`config.mk`:
```
export PLATFORM = sky130hd
export DESIGN_NAME = lzs_bit_stream
export DESIGN_NICKNAME = d
export VERILOG_FILES = /design/src/rtl/lzs_pkg.sv /design/src/rtl/lzs_word_align.sv /design/src/rtl/lzs_bit_stream.sv
export SDC_FILE = /design/constraint.sdc
export NUM_CORES = 1
export LEC_CHECK = 0
export BUFFER_PORTS_ARGS = -buffer_cell sky130_fd_sc_hd__buf_2
export CORE_ASPECT_RATIO = 2
export CORE_UTILIZATION = 64
export DETAILED_ROUTE_END_ITERATION = 7
export PLACE_DENSITY = 0.83
export SLEW_MARGIN = 25
export SYNTH_ARGS = -nofsm -noshare
export SYNTH_HDL_FRONTEND = slang
export SYNTH_HIERARCHICAL = 1
export SYNTH_SLANG_ARGS = --single-unit
```
`constraint.sdc`:
```
create_clock -name clk -period 7.55 [get_ports clk]
set_input_delay 1.8875 -clock clk [delete_from_list [all_inputs] [get_ports clk]]
set_output_delay 1.8875 -clock clk [all_outputs]
set_load 0.05 [all_outputs]
```
`src/rtl/lzs_pkg.sv`:
```
// Shared constants and state encoding for the LZS bit-stream front end.
// The state width matches the decoder's current_state register.
package lzs_pkg;

   localparam int IN_WIDTH       = 13;
   localparam int NEED_STR_WIDTH = 4;
   localparam int WORD_WIDTH     = 32;
   localparam int BUF_WIDTH      = 64;
   localparam int CNT_WIDTH      = 7;
   localparam int WORD_BYTES     = WORD_WIDTH / 8;

   typedef enum logic [2:0] {
      S_FILL  = 3'd0,
      S_RUN   = 3'd1,
      S_DRAIN = 3'd2,
      S_DONE  = 3'd3
   } state_t;

   // Only the final word may be partial; out-of-range keep values saturate to a full word.
   function automatic logic [2:0] keep_bytes(input logic last, input logic [2:0] keep);
      if (!last)
         return 3'(WORD_BYTES);
      return (keep > 3'(WORD_BYTES)) ? 3'(WORD_BYTES) : keep;
   endfunction

endpackage

```
`src/rtl/lzs_word_align.sv`:
```
// Masks the unused tail bytes of an input word and right-aligns it to the
// first free bit position of the left-justified shift buffer.
module lzs_word_align
   import lzs_pkg::*;
(
   input  logic [WORD_WIDTH-1:0] word,
   input  logic [2:0]            nbytes,
   input  logic [CNT_WIDTH-1:0]  pos,
   output logic [BUF_WIDTH-1:0]  ins
);

   logic [WORD_WIDTH-1:0] mask;

   always_comb begin
      mask = '0;
      for (int i = 0; i < WORD_BYTES; i++)
         if (3'(i) < nbytes)
            mask[WORD_WIDTH-1-8*i -: 8] = 8'hFF;
      ins = {word & mask, {(BUF_WIDTH-WORD_WIDTH){1'b0}}} >> pos;
   end

endmodule

```
`src/rtl/lzs_bit_stream.sv`:
```
// Bit-stream feeder: packs 32-bit words into a 64-bit left-justified shift
// buffer and presents a 13-bit MSB-first look-ahead window to the decoder.
module lzs_bit_stream
   import lzs_pkg::*;
(
   input  logic                      clk,
   input  logic                      rst,
   input  logic                      clr,
   input  logic                      in_valid,
   input  logic [WORD_WIDTH-1:0]     in_data,
   input  logic [2:0]                in_keep,
   input  logic                      in_last,
   output logic                      in_ready,
   output logic                      stream_valid,
   output logic [IN_WIDTH-1:0]       stream_data,
   output logic                      stream_empty,
   input  logic                      stream_ack,
   input  logic [NEED_STR_WIDTH-1:0] stream_width,
   output logic [CNT_WIDTH-1:0]      bits_avail
);

   localparam logic [CNT_WIDTH-1:0] WIN_BITS  = CNT_WIDTH'(IN_WIDTH);
   localparam logic [CNT_WIDTH-1:0] LOAD_MAX  = CNT_WIDTH'(BUF_WIDTH - WORD_WIDTH);

   state_t                    state, state_nxt;
   logic [BUF_WIDTH-1:0]      shbuf, buf_nxt, ins;
   logic [CNT_WIDTH-1:0]      cnt, cnt_sh, cnt_nxt, w, add;
   logic                      ended, ended_nxt;
   logic [NEED_STR_WIDTH-1:0] w_req;
   logic [2:0]                nbytes;
   logic                      load, do_ack;

   // Handshake outputs depend on registered state only.
   always_comb begin
      in_ready     = 1'b0;
      stream_valid = 1'b0;
      stream_empty = 1'b0;
      case (state)
         S_FILL, S_RUN: begin
            in_ready     = (cnt <= LOAD_MAX);
            stream_valid = (cnt >= WIN_BITS);
         end
         S_DRAIN: stream_valid = (cnt != '0);
         S_DONE:  stream_empty = 1'b1;
         default: ;
      endcase
   end

   assign stream_data = shbuf[BUF_WIDTH-1 -: IN_WIDTH];
   assign bits_avail  = cnt;

   always_comb begin
      w_req   = (stream_width > NEED_STR_WIDTH'(IN_WIDTH)) ? NEED_STR_WIDTH'(IN_WIDTH) : stream_width;
      do_ack  = stream_ack & stream_valid;
      w       = '0;
      if (do_ack)
         w = (CNT_WIDTH'(w_req) > cnt) ? cnt : CNT_WIDTH'(w_req);
      cnt_sh  = cnt - w;
      load    = in_valid & in_ready;
      nbytes  = keep_bytes(in_last, in_keep);
      add     = load ? {1'b0, nbytes, 3'b000} : '0;
      // Shift out first, then insert behind the bits that remain.
      buf_nxt   = (shbuf << w) | (load ? ins : '0);
      cnt_nxt   = cnt_sh + add;
      ended_nxt = ended | (load & in_last);
   end

   lzs_word_align u_align (
      .word   (in_data),
      .nbytes (nbytes),
      .pos    (cnt_sh),
      .ins    (ins)
   );

   always_comb begin
      state_nxt = state;
      if (clr)
         state_nxt = S_FILL;
      else if (state != S_DONE) begin
         if (ended_nxt && cnt_nxt == '0)
            state_nxt = S_DONE;
         else if (ended_nxt)
            state_nxt = S_DRAIN;
         else if (cnt_nxt >= WIN_BITS)
            state_nxt = S_RUN;
         else
            state_nxt = S_FILL;
      end
   end

   always_ff @(posedge clk or negedge rst) begin
      if (!rst)
         state <= S_FILL;
      else
         state <= state_nxt;
   end

   always_ff @(posedge clk or negedge rst) begin
      if (!rst) begin
         shbuf <= '0;
         cnt   <= '0;
         ended <= 1'b0;
      end else if (clr) begin
         shbuf <= '0;
         cnt   <= '0;
         ended <= 1'b0;
      end else if (state != S_DONE) begin
         shbuf <= buf_nxt;
         cnt   <= cnt_nxt;
         ended <= ended_nxt;
      end
   end

   always @(posedge clk)
      if (rst && !clr && stream_ack && stream_valid)
         assert (stream_width <= NEED_STR_WIDTH'(IN_WIDTH))
            else $warning("stream_width %0d exceeds window, clamped to %0d", stream_width, IN_WIDTH);

endmodule

```
==> impl_metrics.env, run 1 <==
export IMPL_port_buffers=67
export IMPL_initial_core_util=0.650
export IMPL_place_gp_congestion=1.11
export IMPL_die_y_um=186
export IMPL_pin_count=68
export IMPL_grtUsageTotal=0.678
export IMPL_synth_edf_count=0
export IMPL_ys_flop_type="dfrtp_1"
export IMPL_post_cts_buffers=0
export IMPL_cts_root_buffer="clkbuf_16"
export IMPL_async_flop_share=1.00
export IMPL_pre_cts_ws_ns=0.227
export IMPL_rows=67
export IMPL_ys_ff_latch=73
export IMPL_syn_area_per_cell_um2=7.22
export IMPL_grt_first_pass_wirelength_mm=89.3
export IMPL_cts_buffer_depth=2
export IMPL_yosysWarnings=6
export IMPL_stop_stage="global routing"
export IMPL_hold_buffers=0
export IMPL_grt_max_degree=95
export IMPL_syn_inst=1502
export IMPL_cts_htree_levels=3
export IMPL_synth_distinct_cells=104
export IMPL_die_width_um=94.0
export IMPL_cts_repair_resized=0
export IMPL_netlist_area_um2=10800
export IMPL_status="stopped before the end"
export IMPL_grt_pass1_vias=14385
export IMPL_clkSinkCount=73
export IMPL_grt_overflow_total=89
export IMPL_cts_made_buffers=9
export IMPL_error="[ERROR GRT-0116] Global routing finished with congestion. Check the congestion regions in the DRC Viewer."
export IMPL_ys_seq_area_frac=0.169
export IMPL_dp_hpwl_mm=38.0
==> synthesized netlist by cell type, types with 9 or more instances <==
library cell	instances	area, µm²
a21oi_1	137	686
nand2_1	126	473
nor2_1	117	439
nor3_1	101	505
a211oi_1	100	751
clkbuf_1	74	278
dfrtp_1	73	1830
o21ai_0	61	305
mux2i_1	60	601
buf_2	44	220
a22oi_1	43	323
nand3_1	40	200
inv_1	34	128
o22ai_1	32	200
o31a_1	30	263
a31oi_1	28	175
buf_4	19	143
a221oi_1	18	158
nor4_1	18	113
o211ai_1	18	135
nand2b_1	17	106
o32ai_1	17	149
and3_1	14	87.6
ha_1	13	163
o31ai_1	13	97.6
a311oi_1	12	105
buf_6	12	135
and2_1	10	62.6
nand4_1	10	62.6
o221ai_1	10	87.6
a2bb2oi_1	9	78.8
buf_1	9	33.8
or3_1	9	56.3
==> stage by stage <==
step           cells  hold WS [ns]  instance area, µm²  utilization
2_1_floorplan   1503         0.493               10800            -
3_3_place_gp    1673         0.520               11100        0.664
3_5_place_dp    1673         0.529               11100        0.664
4_1_cts         1689         0.541               11400        0.682
==> kinds of logic after synthesis <==
kind of cell | count (synthesis) | share of synthesized area
flip-flops | 73 | 0.169
multiplexers | 71 | 0.0706
AND/OR/NAND/NOR | 500 | 0.222
buffers and inverters | 200 | 0.0920
XOR/XNOR | 7 | 0.00693
AO/OA/AOI/OAI | 635 | 0.421
other | 1 | 0.000346
adder cells (fa/ha/maj) | 15 | 0.0187
==> layer usage <==
layer	overflow	GRT usage
met1	0	0.662
met2	37	0.913
met3	0	0.424
met4	52	0.726
met5	0	0.0802
==> inputs of run 2 (changes only) <==
- CORE_ASPECT_RATIO: 2 -> unset
- CORE_UTILIZATION: 64 -> 40
- PLACE_DENSITY: 0.83 -> unset
- PLACE_DENSITY_LB_ADDON: unset -> 0.15
==> run 2 against run 1 <==
The flow now finishes, with violations (DRC); synthesized cell count unchanged; area after synthesis is the same.
==> impl_metrics.env, run 2 <==
export IMPL_status="complete, but fails checks"
export IMPL_violations="DRC"
export IMPL_max_stage_delay_ns=0.66
export IMPL_cts_buffer_depth=2
export IMPL_yosysWarnings=6
export IMPL_finalCoreUtilization=0.442
export IMPL_cts_root_buffer="clkbuf_16"
export IMPL_slowest_stage="a222oi_1"
export IMPL_path_cells="buf_2 -> a21boi_0 -> ha_1 -> nor2b_1 -> o31a_1 -> o21ai_2 -> nand3_4 -> inv_4 -> ha_1 -> fa_1 -> inv_1 -> a21o_1 -> a21oi_1 -> o21bai_1 -> a21oi_1 -> xor2_1 -> buf_4 -> or2_2 -> a222oi_1 -> a21oi_1 -> nor4b_1 -> a2111oi_1"
export IMPL_drv_slew=0
export IMPL_critPathRequiredTime_ns=7.79
export IMPL_cts_made_buffers=9
export IMPL_fin_nets=1544
export IMPL_hold_path_class="reg2reg"
export IMPL_rows=59
export IMPL_ys_seq_area_frac=0.169
export IMPL_antenna_cells=0
export IMPL_finalHoldViolCount=0
export IMPL_worstSetupPathType="in2reg"
export IMPL_ant_nets=0
export IMPL_fin_cells=1824
export IMPL_antenna_found_initial=0
export IMPL_drc=22
export IMPL_die_area_um2=27800
export IMPL_synth_distinct_cells=104
export IMPL_start_kind="input port"
export IMPL_synthTopCellsByCount="a21oi_1 (137), nand2_1 (126), nor2_1 (117), nor3_1 (101), a211oi_1 (100)"
export IMPL_fin_crit_sh=0.935
export IMPL_skew_ns=0.0152
export IMPL_maxSlewHeadroom=0.302
export IMPL_area_delta_synth_final_pct=7.53
export IMPL_async_flop_share=1.00
export IMPL_routedWlPerCell_um=28.1
export IMPL_dpl_cell_count=1808
export IMPL_pin_count=68
export IMPL_cts_htree_levels=3
export IMPL_r2r_cells=22
export IMPL_grt_overflow_total=0
export IMPL_fillers=2757
export IMPL_cts_tree="built"
export IMPL_r2r_slack_ns=1.78
export IMPL_rsz0062_at_grt="false"
export IMPL_ys_flop_type="dfrtp_1"
export IMPL_clkTransAtPathRegs_ns=0.07
export IMPL_yosysTopAreaCell="dfrtp_1"
export IMPL_syn_area_per_cell_um2=7.22
export IMPL_tightest_slew_ns=1.04
export IMPL_largest_reg_flops=64
export IMPL_fin_crit_ns=7.06
export IMPL_tns_ns=0
export IMPL_grt_max_degree=74
export IMPL_dp_hpwl_mm=36.8
export IMPL_post_cts_buffers=0
export IMPL_syn_inst=1502
export IMPL_layout_common_cells="a21oi_1 (136), nand2_1 (126), nor2_1 (114)"
export IMPL_crit_buf_inv=4
export IMPL_hold_buffers=0
export IMPL_path_delay_family="compound AO/OA/AOI/OAI gates"
export IMPL_area_sequential_um2=1830
export IMPL_place_gp_congestion=1.06
export IMPL_synth_area_leaders="dfrtp_1 (17%), a211oi_1 (6.9%), a21oi_1 (6.3%)"
export IMPL_mostFrequentLayoutCell="a21oi_1"
export IMPL_arrival_ns=7.30
export IMPL_drive_above_1_share=0.143
export IMPL_synthDominantCellAreaShare=0.169
export IMPL_grt_pass1_vias=12047
export IMPL_vias=13283
export IMPL_drv_cap=0
export IMPL_clk_latency_ns=0.36
export IMPL_cts_repair_resized=0
export IMPL_regMostFlops="shbuf"
export IMPL_dr_pass1_iters=8
export IMPL_drt_iter0_drc=2256
export IMPL_die_y_um=167
export IMPL_coreArea_um2=26400
export IMPL_port_buffers=67
export IMPL_wl_mm=51.2
export IMPL_netlist_area_um2=10800
export IMPL_ys_ff_latch=73
export IMPL_vias_per_cell=7.28
export IMPL_crit_fanout=15
export IMPL_clkSinkCount=73
export IMPL_grtUsageTotal=0.360
export IMPL_multi_input_area_um2=8080
export IMPL_finalSetupViolations=0
export IMPL_synth_edf_count=0
export IMPL_synth_most_common_cell="a21oi_1"
export IMPL_die_width_um=167
export IMPL_cpMostUsedCell="a21oi_1"
export IMPL_cp_depth=22
export IMPL_hold_path_depth=2
export IMPL_initial_core_util=0.411
export IMPL_fmax_mhz=142
export IMPL_grt_first_pass_wirelength_mm=77.2
export IMPL_cp_end_kind="flip-flop"
==> run 2: cell counts after synthesis <==
No cell type changed its count.
==> run 2: kinds of logic (layout without fill, tap and decap cells) <==
| group | Yosys count | in the layout | synth area share |
|---|---|---|---|
| AND/OR/NAND/NOR | 500 | 500 | 0.222 |
| adder cells (fa/ha/maj) | 15 | 15 | 0.0187 |
| XOR/XNOR | 7 | 7 | 0.00693 |
| other | 1 | 2 | 0.000346 |
| AO/OA/AOI/OAI | 635 | 635 | 0.421 |
| flip-flops | 73 | 73 | 0.169 |
| buffers and inverters | 200 | 186 | 0.0920 |
| multiplexers | 71 | 71 | 0.0706 |
==> run 2: metal layers <==
metal | up-vias | global-route usage | part of all wire
li1 | 5829 | - | -
met1 | 6389 | 0.499 | 0.42
met2 | 930 | 0.550 | 0.43
met3 | 135 | 0.0727 | 0.11
met4 | 0 | 0.127 | 0.038
met5 | - | 0 | 0
==> run 2: final timing paths <==
kind,start,to
setup / recovery,stream_width[2],shbuf[28]
hold / removal,shbuf[2],shbuf[2]
setup reg to reg,bits_avail[1],shbuf[28]
hold reg to reg,shbuf[2],shbuf[2]
max in group asynchronous,rst,shbuf[21]
min in group asynchronous,rst,bits_avail[0]
==> run 2: stage by stage <==
| stage | area, µm² | worst slack, ns | hold WS, ns |
|---|---|---|---|
| floorplan | 10800 | 0.426 | 0.493 |
| global placement | 11300 | 0.322 | 0.546 |
| detailed placement | 11300 | 0.273 | 0.547 |
| CTS | 11700 | 0.623 | 0.561 |
| global route | 11700 | 0.207 | 0.589 |
| finish | 11700 | 0.490 | 0.563 |
==> run 2: tightest hold or removal path, cell delays in order (launching register included) <==
cell and delay (ns):
dfrtp_1 0.39, nand2_1 0.06, o21ai_0 0.07
==> run 2: area by class of cell <==
type | count | area share
multi-input combinational | 1230 | 0.693
sequential | 73 | 0.157
timing repair buffer | 130 | 0.0710
tap | 335 | 0.0360
clock buffer | 9 | 0.0193
inverter | 40 | 0.0131
clock inverter | 7 | 0.0108
Power of run 2 is not shown: default switching activity piles up to over one toggle a cycle in this logic, so the estimate is an artifact.
